==> config.mk <==
export PLATFORM = sky130hd
export DESIGN_NAME = vip_window_ctrl
export DESIGN_NICKNAME = d
export VERILOG_FILES = /design/src/rtl/vip_pkg.sv /design/src/rtl/vip_edge_det.sv /design/src/rtl/vip_window_ctrl.sv
export SDC_FILE = /design/constraint.sdc
export NUM_CORES = 1
export LEC_CHECK = 0
export BUFFER_PORTS_ARGS = -buffer_cell sky130_fd_sc_hd__buf_2
export CORE_MARGIN = 2
export CORE_UTILIZATION = 40
export CTS_CLUSTER_DIAMETER = 200
export DETAILED_ROUTE_END_ITERATION = 10
export PLACE_DENSITY = 0.56
export SLEW_MARGIN = 20
export SYNTH_ARGS = -nofsm -noshare
export SYNTH_HDL_FRONTEND = slang
export SYNTH_SLANG_ARGS = --single-unit
==> constraint.sdc <==
create_clock -name clk -period 7.9 [get_ports clk]
set_input_delay 1.185 -clock clk [delete_from_list [all_inputs] [get_ports clk]]
set_output_delay 1.185 -clock clk [all_outputs]
set_load 0.005 [all_outputs]
==> src/rtl/vip_pkg.sv <==
// Shared types and constants for the Sobel 3x3 window sequencing path.
package vip_pkg;

  typedef enum logic [1:0] {
    WIN_IDLE,
    WIN_SYNC,
    WIN_FIRST,
    WIN_ACTIVE
  } win_state_e;

  localparam int unsigned VIP_MAX_W  = 2048;
  localparam int unsigned VIP_MAX_H  = 2048;
  localparam int unsigned WIN_RADIUS = 1;
  // Newest pixel must be at least a full window width from the image origin.
  localparam int unsigned WIN_EDGE_MIN = 2 * WIN_RADIUS;

endpackage

==> src/rtl/vip_edge_det.sv <==
// Registered change detector: delays the input one cycle and flags any level change.
module vip_edge_det (
  input  logic clk,
  input  logic rst_n,
  input  logic sig_in,
  output logic sig_dly,
  output logic chg
);

  logic sig_d;
  logic sig_q;

  always_comb begin
    sig_d = sig_in;
  end

  always_ff @(posedge clk or negedge rst_n) begin
    if (!rst_n) begin
      sig_q <= 1'b0;
    end else begin
      sig_q <= sig_d;
    end
  end

  assign sig_dly = sig_q;
  // Rise/fall are recovered by the user from chg and the current input level.
  assign chg     = sig_in ^ sig_q;

endmodule

==> src/rtl/vip_window_ctrl.sv <==
// 3x3 window sequencer: tracks pixel position, measures line/frame size and
// qualifies interior windows with centre coordinates for the Sobel core.
module vip_window_ctrl
  import vip_pkg::*;
#(
  parameter int unsigned MAX_W  = VIP_MAX_W,
  parameter int unsigned MAX_H  = VIP_MAX_H,
  parameter bit          VS_POL = 1'b1,
  localparam int unsigned CW    = $clog2(MAX_W + 1),
  localparam int unsigned RW    = $clog2(MAX_H + 1)
) (
  input  logic          clk,
  input  logic          rst_n,
  input  logic          mat_vsync,
  input  logic          mat_href,
  input  logic          mat_clken,
  output logic          win_vsync,
  output logic          win_href,
  output logic          win_clken,
  output logic          win_valid,
  output logic [CW-1:0] win_col,
  output logic [RW-1:0] win_row,
  output logic [CW-1:0] line_len,
  output logic [RW-1:0] frame_lines,
  output logic          frame_done,
  output logic          len_err
);

  localparam logic [CW-1:0] COL_MIN = CW'(WIN_EDGE_MIN);
  localparam logic [RW-1:0] ROW_MIN = RW'(WIN_EDGE_MIN);
  localparam logic [CW-1:0] COL_MAX = CW'(MAX_W);
  localparam logic [RW-1:0] ROW_MAX = RW'(MAX_H);
  localparam logic [CW-1:0] COL_OFS = CW'(WIN_RADIUS);
  localparam logic [RW-1:0] ROW_OFS = RW'(WIN_RADIUS);

  win_state_e    state_d, state_q;
  logic [CW-1:0] col_d, col_q;
  logic [RW-1:0] row_d, row_q;
  logic [CW-1:0] line_len_d, line_len_q;
  logic [RW-1:0] frame_lines_d, frame_lines_q;
  logic          len_err_d, len_err_q;
  logic          frame_done_d, frame_done_q;
  logic          win_valid_d, win_valid_q;
  logic [CW-1:0] win_col_d, win_col_q;
  logic [RW-1:0] win_row_d, win_row_q;
  logic          clken_d, clken_q;

  logic vs_dly, vs_chg, hr_dly, hr_chg;
  logic vs_act, vs_start, vs_end, hr_fall, pix, in_frame;

  vip_edge_det u_vs_edge (
    .clk    (clk),
    .rst_n  (rst_n),
    .sig_in (mat_vsync),
    .sig_dly(vs_dly),
    .chg    (vs_chg)
  );

  vip_edge_det u_hr_edge (
    .clk    (clk),
    .rst_n  (rst_n),
    .sig_in (mat_href),
    .sig_dly(hr_dly),
    .chg    (hr_chg)
  );

  assign vs_act   = (mat_vsync == VS_POL);
  assign vs_start = vs_chg & vs_act;
  assign vs_end   = vs_chg & ~vs_act;
  assign hr_fall  = hr_chg & ~mat_href;
  assign pix      = mat_href & mat_clken;
  assign in_frame = (state_q == WIN_FIRST) || (state_q == WIN_ACTIVE);

  always_comb begin
    state_d       = state_q;
    col_d         = col_q;
    row_d         = row_q;
    line_len_d    = line_len_q;
    frame_lines_d = frame_lines_q;
    len_err_d     = len_err_q;
    frame_done_d  = 1'b0;
    win_valid_d   = 1'b0;
    win_col_d     = win_col_q;
    win_row_d     = win_row_q;
    clken_d       = mat_clken;

    // Pixel position is taken before the increment; saturated pixels still form windows.
    if (in_frame && pix) begin
      if ((col_q >= COL_MIN) && (row_q >= ROW_MIN)) begin
        win_valid_d = 1'b1;
        win_col_d   = col_q - COL_OFS;
        win_row_d   = row_q - ROW_OFS;
      end
      if (col_q == COL_MAX) begin
        len_err_d = 1'b1;
      end else begin
        col_d = col_q + 1'b1;
      end
    end

    unique case (state_q)
      WIN_IDLE: begin
        if (vs_act) begin
          state_d = WIN_SYNC;
        end
      end
      WIN_SYNC: begin
        if (vs_end) begin
          col_d     = '0;
          row_d     = '0;
          len_err_d = 1'b0;
          state_d   = WIN_FIRST;
        end
      end
      WIN_FIRST, WIN_ACTIVE: begin
        if (hr_fall) begin
          col_d = '0;
          if (state_q == WIN_FIRST) begin
            line_len_d = col_q;
            row_d      = RW'(1);
            state_d    = WIN_ACTIVE;
          end else begin
            if (col_q != line_len_q) begin
              len_err_d = 1'b1;
            end
            if (row_q == ROW_MAX) begin
              len_err_d = 1'b1;
            end else begin
              row_d = row_q + 1'b1;
            end
          end
        end
        // Frame close sees row_d, so a line ending on the same cycle is included.
        if (vs_start) begin
          if (row_d != '0) begin
            frame_lines_d = row_d;
            frame_done_d  = 1'b1;
          end
          state_d = WIN_SYNC;
        end
      end
      default: state_d = WIN_IDLE;
    endcase
  end

  always_ff @(posedge clk or negedge rst_n) begin
    if (!rst_n) begin
      state_q       <= WIN_IDLE;
      col_q         <= '0;
      row_q         <= '0;
      line_len_q    <= '0;
      frame_lines_q <= '0;
      len_err_q     <= 1'b0;
      frame_done_q  <= 1'b0;
      win_valid_q   <= 1'b0;
      win_col_q     <= '0;
      win_row_q     <= '0;
      clken_q       <= 1'b0;
    end else begin
      state_q       <= state_d;
      col_q         <= col_d;
      row_q         <= row_d;
      line_len_q    <= line_len_d;
      frame_lines_q <= frame_lines_d;
      len_err_q     <= len_err_d;
      frame_done_q  <= frame_done_d;
      win_valid_q   <= win_valid_d;
      win_col_q     <= win_col_d;
      win_row_q     <= win_row_d;
      clken_q       <= clken_d;
    end
  end

  assign win_vsync   = vs_dly;
  assign win_href    = hr_dly;
  assign win_clken   = clken_q;
  assign win_valid   = win_valid_q;
  assign win_col     = win_col_q;
  assign win_row     = win_row_q;
  assign line_len    = line_len_q;
  assign frame_lines = frame_lines_q;
  assign frame_done  = frame_done_q;
  assign len_err     = len_err_q;

endmodule

==> impl_metrics.env, run 1 <==
export IMPL_power_frac_seq_pct=43.8
export IMPL_maxSlewHeadroom_pct=31.5
export IMPL_cts_tree="yes"
export IMPL_tns_ns=0
export IMPL_yosysTopAreaCell="dfrtp_1"
export IMPL_cts_made_buffers=9
export IMPL_grt_pass1_wl_mm=16.4
export IMPL_final_min_clock_period_ns=3.70
export IMPL_p_leak_nw=2.25
export IMPL_gp_congestion=0.873
export IMPL_syn_to_final_growth_pct=12.5
export IMPL_core_area_mm2=0.0104
export IMPL_n_antenna_cell=0
export IMPL_hold_depth=2
export IMPL_drc_errors=0
export IMPL_cts_resized=0
export IMPL_p_sw_share_pct=34.7
export IMPL_cts_setup_buffers=0
export IMPL_n_fill_cell=1039
export IMPL_root_buffer="clkbuf_8"
export IMPL_synth_edff_count=0
export IMPL_drv_cap=0
export IMPL_dieHeight_um=108
export IMPL_cp_required_ns=8.13
export IMPL_power_density_mw_per_mm2=278
export IMPL_nNetsFinal=507
export IMPL_dieWidth_um=108
export IMPL_skew_ns=0.0124
export IMPL_worst_setup_path_type="input pin to flop"
export IMPL_clkSinkCount=80
export IMPL_yosys_warnings=0
export IMPL_synth_seq_cells=80
export IMPL_crit_path_start_kind="input pin"
export IMPL_slew_viol_final=0
export IMPL_clock_latency_ns=0.35
export IMPL_die_area_mm2=0.0116
export IMPL_htree_levels=3
export IMPL_io_buffers=58
export IMPL_rr_worst_depth=7
export IMPL_layout_drive_gt1_share_pct=19.8
export IMPL_async_flop_share_pct=100
export IMPL_min_to="win_row[4]$_DFFE_PN0P_"
export IMPL_yosysMostFrequentCell="dfrtp_1"
export IMPL_post_route_util_pct=46.6
export IMPL_reg2reg_slack_ns=4.29
export IMPL_io_pin_count=59
export IMPL_ant_nets=0
export IMPL_hpwlAfterDp_mm=7.05
export IMPL_p_clk_share_pct=24.4
export IMPL_rows=37
export IMPL_yosysTopAreaCellShare_pct=46.6
export IMPL_synth_common_cells="80 x dfrtp_1, 56 x nand2_1, 43 x o21ai_0"
export IMPL_synthTopCellsByArea="dfrtp_1 47%, xnor2_1 6.3%, o21ai_0 5.0%, nand2_1 4.9%, mux2_2 3.1%"
export IMPL_synth_cell_types=51
export IMPL_start_util_pct=41.4
export IMPL_overflow=0
export IMPL_postSynthAreaPerCell_um2=9.29
export IMPL_period_share_pct=46.8
export IMPL_fmax_mhz=270
export IMPL_hold_path_class="flop to flop"
export IMPL_via_per_inst=5.42
export IMPL_yosys_most_used_dff="dfrtp_1"
export IMPL_power_frac_comb_pct=31.8
export IMPL_worst_pin_slew_ns=1.02
export IMPL_seq_area_frac_synth_pct=46.6
export IMPL_setup_violations=0
export IMPL_r2r_start="state_q[1]$_DFFE_PN0P_"
export IMPL_critPathMaxFanout=16
export IMPL_wire_per_inst_um=15.8
export IMPL_p_int_w=0.000875
export IMPL_cp_arrival_ns=3.93
export IMPL_p_switching_w=0.000466
export IMPL_synth_area_mm2=0.00429
export IMPL_clk_pin_slew_worst_paths_ns=0.08
export IMPL_grt_usage_pct=18.1
export IMPL_end_kind="flop"
export IMPL_vias=3440
export IMPL_hold_viol_final=0
export IMPL_clk_path_buf_depth=2
export IMPL_dr_pass1_iters=4
export IMPL_grt_pass1_vias=3150
export IMPL_syn_nets=474
export IMPL_antenna_found_initial=0
export IMPL_grt_setup_unrepaired="false"
export IMPL_peakVddDrop_uv=98.6
export IMPL_hp_start="win_row[4]$_DFFE_PN0P_"
export IMPL_wirelength_mm=10.0
export IMPL_grt_max_degree=81
export IMPL_r2r_end="frame_lines[8]$_DFFE_PN0P_"
export IMPL_status="finished clean"
export IMPL_first_iter_violations=217
export IMPL_holdBufCountCts=0
export IMPL_syn_instance_count=462
[cell families (layout without fill, tap and decap cells)]
family / count (synthesis) / count (layout) / synth area share, %
AO/OA/AOI/OAI: 101 / 101 / 14.1
flip-flops: 80 / 80 / 46.6
AND/OR/NAND/NOR: 161 / 161 / 18.8
adder cells (fa/ha/maj): 7 / 7 / 2.04
buffers and inverters: 55 / 92 / 5.19
XOR/XNOR: 40 / 40 / 8.16
multiplexers: 18 / 18 / 5.07
[cell usage in the layout (no fill, tap or decap), drive strengths merged, types with 3 or more instances in the layout]
cell and instances:
clkbuf 9, o22ai 3, nor3 13, nor4 4, nand3 18, a31oi 7
buf 61, nor2b 4, a22o 9, nand4 9, or4 3, inv 16
dfrtp 80, a21oi 16, xnor2 31, nand2b 5, ha 7, and3 4
xor2 9, o31ai 5, nor2 30, o21ai 51, mux2 18, nand2 56
or3 6
[metrics by stage]
stage | std cells | hold slack [ns] | worst slack (ns) | power, W | instance area (um^2)
floorplan | 462 | 0.473 | 4.81 | 0.000870 | 4290
global placement | 620 | 0.455 | 3.90 | 0.00102 | 4620
detailed placement | 620 | 0.461 | 3.82 | 0.00103 | 4620
CTS | 635 | 0.481 | 4.19 | 0.00135 | 4820
global route | 635 | 0.495 | 3.97 | 0.00145 | 4830
finish | 635 | 0.478 | 4.20 | 0.00134 | 4830
[per-layer routing]
metal / vias up / GRT usage (%) / share of wire, % / wire [um]
met3: 9 / 3.45 / 6.3 / 636
met2: 125 / 25.7 / 43 / 4300
met5: - / 0 / 0 / 0
li1: 1663 / - / - / -
met1: 1643 / 27.7 / 50 / 5000
met4: 0 / 5.40 / 1.1 / 114
[registers in the layout (all words and copies together) (netlist names)]
register,count
win_row,12
u_hr_edge.sig_dly,1
frame_lines,12
win_valid,1
state_q,2
row_q,12
u_vs_edge.sig_dly,1
win_clken,1
len_err,1
col_q,12
frame_done,1
line_len,12
win_col,12
[worst max-delay path: stages]
cell	delay [ns]
buf_2	0.12
nand2b_1	0.39
nor2_1	0.90
o31ai_1	0.26
nor4_4	0.22
a31oi_1	0.28
buf_4	0.27
mux2_4	0.30
[power groups by stage]
stage	clock, W	sequential (W)	combinational [W]
after floorplan	0	0.000564	0.000306
after global placement	0	0.000597	0.000425
after detailed placement	0	0.000598	0.000432
after CTS	0.000333	0.000589	0.000433
after global routing	0.000355	0.000603	0.000488
final	0.000327	0.000588	0.000426
[worst max path at each step]
| stage | cells after the start | start | endpoint |
|---|---|---|---|
| 5_1_grt | 8 | mat_href | frame_lines[5]$_DFFE_PN0P_ |
| 3_3_place_gp | 8 | mat_href | frame_lines[8]$_DFFE_PN0P_ |
| 6_report | 8 | mat_href | frame_lines[8]$_DFFE_PN0P_ |
| 2_1_floorplan | 9 | mat_href | frame_lines[10]$_DFFE_PN0P_ |
| 3_5_place_dp | 8 | mat_href | frame_lines[10]$_DFFE_PN0P_ |
| 4_1_cts | 8 | mat_href | frame_lines[10]$_DFFE_PN0P_ |
[area by class of cell]
type | count | area [um^2] | share of cell area (%)
clock inverter | 6 | 85.1 | 1.76
clock buffer | 9 | 124 | 2.57
multi-input combinational | 327 | 2070 | 42.8
inverter | 16 | 60.1 | 1.24
tap | 136 | 170 | 3.52
sequential | 80 | 2000 | 41.5
timing repair buffer | 61 | 319 | 6.61
No activity file was read; power rests on OpenSTA's default activity.
==> run 2: changes to the inputs <==
- PLACE_DENSITY: 0.56 -> 0.58
- clock period: 7.9 -> 3.2 ns (I/O delays scaled with it)
==> run 2 against run 1 <==
Combinational power grew to 2.6 times the previous value. Register-to-register slack worse by 4.0 ns. Non-clock buffer count is 14 higher. Via count is 0.93% higher. Total power grew to 2.5 times the previous value. Highest routed layer unchanged. Die area stayed put. Clock-buffer cell count is 1 higher. Largest power group unchanged. Core utilization is 1.0 points higher. Final cell count is 2.2% higher. Largest cell class unchanged. Clock skew is 0.0031 ns lower. Setup slack worse by 4.0 ns.
==> impl_metrics.env, run 2 (same netlist as run 1, synthesis figures left out) <==
export IMPL_status="finished clean"
export IMPL_via_per_inst=5.35
export IMPL_critPathMaxFanout=13
export IMPL_layout_drive_gt1_share_pct=21.8
export IMPL_hold_viol_final=0
export IMPL_grt_busiest_layer="met1"
export IMPL_worst_pin_slew_ns=0.741
export IMPL_period_share_pct=92.4
export IMPL_n_antenna_cell=0
export IMPL_cp_required_ns=3.44
export IMPL_htree_levels=3
export IMPL_holdBufCountCts=0
export IMPL_cts_made_buffers=9
export IMPL_overflow=0
export IMPL_first_iter_violations=234
export IMPL_rows=37
export IMPL_p_leak_nw=2.31
export IMPL_syn_to_final_growth_pct=15.0
export IMPL_die_area_mm2=0.0116
export IMPL_core_area_mm2=0.0104
export IMPL_hpwlAfterDp_mm=7.45
export IMPL_clkSinkCount=80
export IMPL_vias=3472
export IMPL_fmax_mhz=338
export IMPL_final_common_cell="dfrtp_1"
export IMPL_dieWidth_um=108
export IMPL_clk_pin_slew_worst_paths_ns=0.08
export IMPL_ant_nets=0
export IMPL_worst_setup_path_type="flop to flop"
export IMPL_grt_max_degree=81
export IMPL_drc_errors=0
export IMPL_cp_arrival_ns=3.20
export IMPL_wirelength_mm=10.4
export IMPL_power_w=0.00337
export IMPL_instances_no_fill=649
export IMPL_cts_resized=0
export IMPL_dieHeight_um=108
export IMPL_grt_util_met1_pct=29.3
export IMPL_grtUsageMet3_pct=3.21
export IMPL_placedCellCount=634
export IMPL_whs_ns=0.149
export IMPL_slew_viol_final=0
export IMPL_io_pin_count=59
export IMPL_tns_ns=0
export IMPL_skew_ns=0.00930
export IMPL_peakVddDrop_uv=230
export IMPL_final_cell_mix="80 x dfrtp_1, 57 x buf_2, 56 x nand2_1, 43 x o21ai_0, 31 x xnor2_1"
export IMPL_grt_pass1_vias=3273
export IMPL_wire_per_inst_um=16.0
export IMPL_cts_setup_buffers=0
export IMPL_end_kind="flop"
export IMPL_root_buffer="clkbuf_8"
export IMPL_setup_violations=0
export IMPL_power_density_mw_per_mm2=682
export IMPL_grt_pass1_wl_mm=17.2
export IMPL_crit_path_start_kind="flop"
export IMPL_dr_pass1_iters=4
export IMPL_use_met2_pct=26.5
export IMPL_clk_path_buf_depth=2
export IMPL_drv_cap=0
export IMPL_final_min_clock_period_ns=2.96
export IMPL_grt_usage_pct=19.0
export IMPL_nNetsFinal=521
export IMPL_io_buffers=58
export IMPL_grt_setup_unrepaired="false"
export IMPL_gp_congestion=0.906
export IMPL_hold_path_class="input pin to asynchronous set/reset pin"
export IMPL_clock_latency_ns=0.36
export IMPL_cts_tree="yes"
export IMPL_antenna_found_initial=0
export IMPL_maxSlewHeadroom_pct=50.6
export IMPL_start_util_pct=41.4
run 2: path summary, 6_finish.rpt:
path | start | endpoint | slack, ns | cells past startpoint
min in group clk | mat_vsync | u_vs_edge.sig_dly$_DFF_PN0_ | 0.27 | 1
setup / recovery | row_q[5]$_DFFE_PN0P_ | frame_lines[5]$_DFFE_PN0P_ | 0.24 | 8
hold / removal | rst_n | u_vs_edge.sig_dly$_DFF_PN0_ | 0.15 | 1
setup reg to reg | row_q[5]$_DFFE_PN0P_ | frame_lines[5]$_DFFE_PN0P_ | 0.24 | 8
hold reg to reg | win_col[5]$_DFFE_PN0P_ | win_col[5]$_DFFE_PN0P_ | 0.48 | 1
max in group asynchronous | rst_n | win_row[8]$_DFFE_PN0P_ | 2.53 | 1
run 2: cell type report:
type                    count  area, um^2
flip-flops and latches     80        2000
clock inverters             5        82.6
clock buffers              10         128
multi-input cells         327        2070
fillers                  1001        5440
repair buffers             75         424
well taps                 136         170
inverters                  16        60.1
run 2: worst max-delay path: stages, from the launching register on:
cell	delay [ns]
dfrtp_1	0.52
or4_4	0.62
nand3b_2	0.31
a221oi_2	0.33
or3_4	0.18
nor4_4	0.04
a31oi_1	0.29
buf_4	0.23
mux2_4	0.31
run 2: through the flow:
stage	setup WS [ns]	instance area [um^2]	util, %
CTS	0.268	4930	47.6
detailed placement	0.302	4720	45.5
floorplan	0.563	4290	-
global placement	0.337	4720	45.5
global route	0.122	4930	47.6
finish	0.242	4930	47.6
run 2: metal layers:
metal | wire length [um] | share of wire [%]
met3 | 631 | 6.1
met1 | 5210 | 50
met4 | 201 | 1.9
met2 | 4360 | 42
met5 | 0 | 0
run 2: report_power, final:
| part | internal (W) | switching, W | total [W] |
|---|---|---|---|
| registers | 0.00123 | 0.000209 | 0.00144 |
| logic | 0.000518 | 0.000594 | 0.00111 |
| clock network | 0.000435 | 0.000378 | 0.000813 |
==> run 3: changes to the inputs <==
- PLACE_DENSITY: 0.58 -> 0.64
- SYNTH_HIERARCHICAL: not set -> 1
==> run 3 against run 2 <==
Via count shrank 3.5%. Sequential share of layout area rose by 0.33 points. Cell area fell by 0.81%. Maximum frequency grew 2.1%. Clock power fell by 7.0%. Routed wire length shrank 4.1%. Global-route usage decreased by 0.66 points. Critical path depth up 1. Synthesized cell count fell by 2.2%. Synthesized area down 0.61%. Critical path type unchanged. Largest power group unchanged.
==> impl_metrics.env, run 3 <==
export IMPL_seq_area_frac_synth_pct=46.9
export IMPL_synth_cell_types=52
export IMPL_crit_path_start_kind="flop"
export IMPL_yosys_warnings=6
export IMPL_ant_nets=0
export IMPL_synth_area_mm2=0.00427
export IMPL_status="finished clean"
export IMPL_syn_instance_count=452
export IMPL_io_buffers=58
export IMPL_reg2reg_slack_ns=0.30
export IMPL_postSynthAreaPerCell_um2=9.44
export IMPL_synth_common_cells="80 x dfrtp_1, 63 x nand2_1, 37 x o21ai_0"
export IMPL_first_iter_violations=191
export IMPL_tns_ns=0
export IMPL_yosysMostFrequentCell="dfrtp_1"
export IMPL_dieWidth_um=107
export IMPL_grt_max_degree=81
export IMPL_holdBufCountCts=0
export IMPL_post_dp_cell_area_mm2=0.00470
export IMPL_async_flop_share_pct=100
export IMPL_fmax_mhz=345
export IMPL_grt_pass1_wl_mm=16.3
export IMPL_antenna_found_initial=0
export IMPL_stdcell_area_mm2=0.00489
export IMPL_final_common_cell="dfrtp_1"
export IMPL_io_pin_count=59
export IMPL_synth_seq_cells=80
export IMPL_cts_setup_buffers=0
export IMPL_peakVddDrop_uv=284
export IMPL_power_w=0.00314
export IMPL_nNetsFinal=514
export IMPL_maxSlewHeadroom_pct=52.0
export IMPL_cp_required_ns=3.45
export IMPL_overflow=0
export IMPL_period_share_pct=90.5
export IMPL_hold_path_class="input pin to asynchronous set/reset pin"
export IMPL_syn_nets=464
export IMPL_rows=37
export IMPL_clkSinkCount=80
export IMPL_end_kind="flop"
export IMPL_cts_resized=0
export IMPL_cts_made_buffers=9
export IMPL_start_util_pct=41.3
export IMPL_grt_setup_unrepaired="false"
export IMPL_root_buffer="clkbuf_8"
export IMPL_r2r_start="row_q[0]$_DFFE_PN0P_"
export IMPL_hpwlAfterDp_mm=7.22
export IMPL_grt_pass1_vias=3057
export IMPL_yosysTopAreaCell="dfrtp_1"
export IMPL_p_leak_nw=2.42
export IMPL_final_cell_mix="80 x dfrtp_1, 63 x nand2_1, 57 x buf_2, 37 x o21ai_0, 27 x nor2_1"
export IMPL_yosys_most_used_dff="dfrtp_1"
export IMPL_via_per_inst=5.22
export IMPL_worst_pin_slew_ns=0.719
export IMPL_power_density_mw_per_mm2=641
export IMPL_n_antenna_cell=0
export IMPL_wire_per_inst_um=15.5
export IMPL_r2r_end="frame_lines[11]$_DFFE_PN0P_"
export IMPL_cts_tree="yes"
export IMPL_clk_pin_slew_worst_paths_ns=0.09
export IMPL_wirelength_mm=9.98
export IMPL_core_area_mm2=0.0103
export IMPL_final_min_clock_period_ns=2.90
export IMPL_drc_errors=0
export IMPL_layout_drive_gt1_share_pct=21.9
export IMPL_syn_to_final_growth_pct=14.7
export IMPL_htree_levels=3
export IMPL_hold_viol_final=0
export IMPL_synth_edff_count=0
export IMPL_clk_path_buf_depth=2
export IMPL_clock_latency_ns=0.36
export IMPL_slew_viol_final=0
export IMPL_grt_usage_pct=18.4
export IMPL_drv_cap=0
export IMPL_skew_ns=0.0110
export IMPL_vias=3350
export IMPL_setup_violations=0
export IMPL_dr_pass1_iters=5
export IMPL_critPathMaxFanout=10
export IMPL_cp_arrival_ns=3.14
export IMPL_rr_worst_depth=9
export IMPL_synthTopCellsByArea="dfrtp_1 47%, nand2_1 5.5%, xnor2_1 4.9%, o21ai_0 4.3%, xor2_1 3.5%"
export IMPL_dieHeight_um=107
export IMPL_worst_setup_path_type="flop to flop"
export IMPL_die_area_mm2=0.0115
export IMPL_gp_congestion=0.881
export IMPL_yosysTopAreaCellShare_pct=46.9
## run 3: cell types whose count changed after synthesis, moves of 5 or more
cell      change
a31oi_1       -5
xnor2_1       -7
xor2_1        +8
o21ai_0       -6
a21oi_1       -5
clkbuf_1      -8
nand2_1       +7
## run 3: layer usage
metal / vias to the layer above / part of all wire (%) / track usage (%)
li1: 1664 / - / -
met1: 1591 / 52 / 28.0
met2: 80 / 42 / 25.5
met3: 15 / 4.9 / 3.63
met4: 0 / 1.8 / 6.86
met5: - / 0 / 0
## run 3: worst max-delay path by stage
stage | startpoint | endpoint | slack (ns) | cells after the start
floorplan | row_q[0]$_DFFE_PN0P_ | frame_lines[0]$_DFFE_PN0P_ | 0.64 | 10
global placement | mat_href | frame_lines[5]$_DFFE_PN0P_ | 0.36 | 9
detailed placement | mat_href | frame_lines[1]$_DFFE_PN0P_ | 0.34 | 9
CTS | row_q[0]$_DFFE_PN0P_ | frame_lines[1]$_DFFE_PN0P_ | 0.35 | 9
global route | row_q[0]$_DFFE_PN0P_ | frame_lines[1]$_DFFE_PN0P_ | 0.13 | 9
finish | row_q[0]$_DFFE_PN0P_ | frame_lines[11]$_DFFE_PN0P_ | 0.30 | 9
## run 3: power breakdown
part | internal [W] | switching, W
logic | 0.000468 | 0.000545
clock network | 0.000377 | 0.000379
registers | 0.00121 | 0.000160
## run 3: critical path, cell delays in order (launching register included)
cell and delay (ns):
dfrtp_1 0.49, inv_1 0.23, ha_1 0.18, and4bb_1 0.26, nand3_2 0.19, o21ai_1 0.22
mux2i_1 0.18, nor4_4 0.42, a31oi_4 0.25, mux2_4 0.35
## run 3: layout make-up
cell class / instances / area [um^2]
fill: 998 / 5430
multi-input combinational: 321 / 2060
sequential: 80 / 2000
timing repair buffer: 73 / 409
tap: 136 / 170
clock buffer: 10 / 138
inverter: 17 / 63.8
clock inverter: 5 / 56.3
## run 3: logic make-up (layout without fill, tap and decap cells)
| logic type | after synthesis | in the layout | share of synthesized area (%) |
|---|---|---|---|
| buf+inv | 51 | 105 | 4.90 |
| fa+ha+maj | 7 | 7 | 2.05 |
| xor+xnor | 41 | 41 | 8.42 |
| flops | 80 | 80 | 46.9 |
| compound gates | 92 | 92 | 14.0 |
| simple gates | 167 | 167 | 19.7 |
| mux | 14 | 14 | 3.99 |
## run 3: through the flow
stage	instances	util (%)	setup slack (ns)	hold WS, ns
after CTS	642	47.4	0.347	0.256
final	642	47.4	0.304	0.144
after global placement	627	45.5	0.359	0.455
after global routing	642	47.4	0.125	0.205
after floorplan	452	-	0.641	0.184
after detailed placement	627	45.5	0.337	0.465
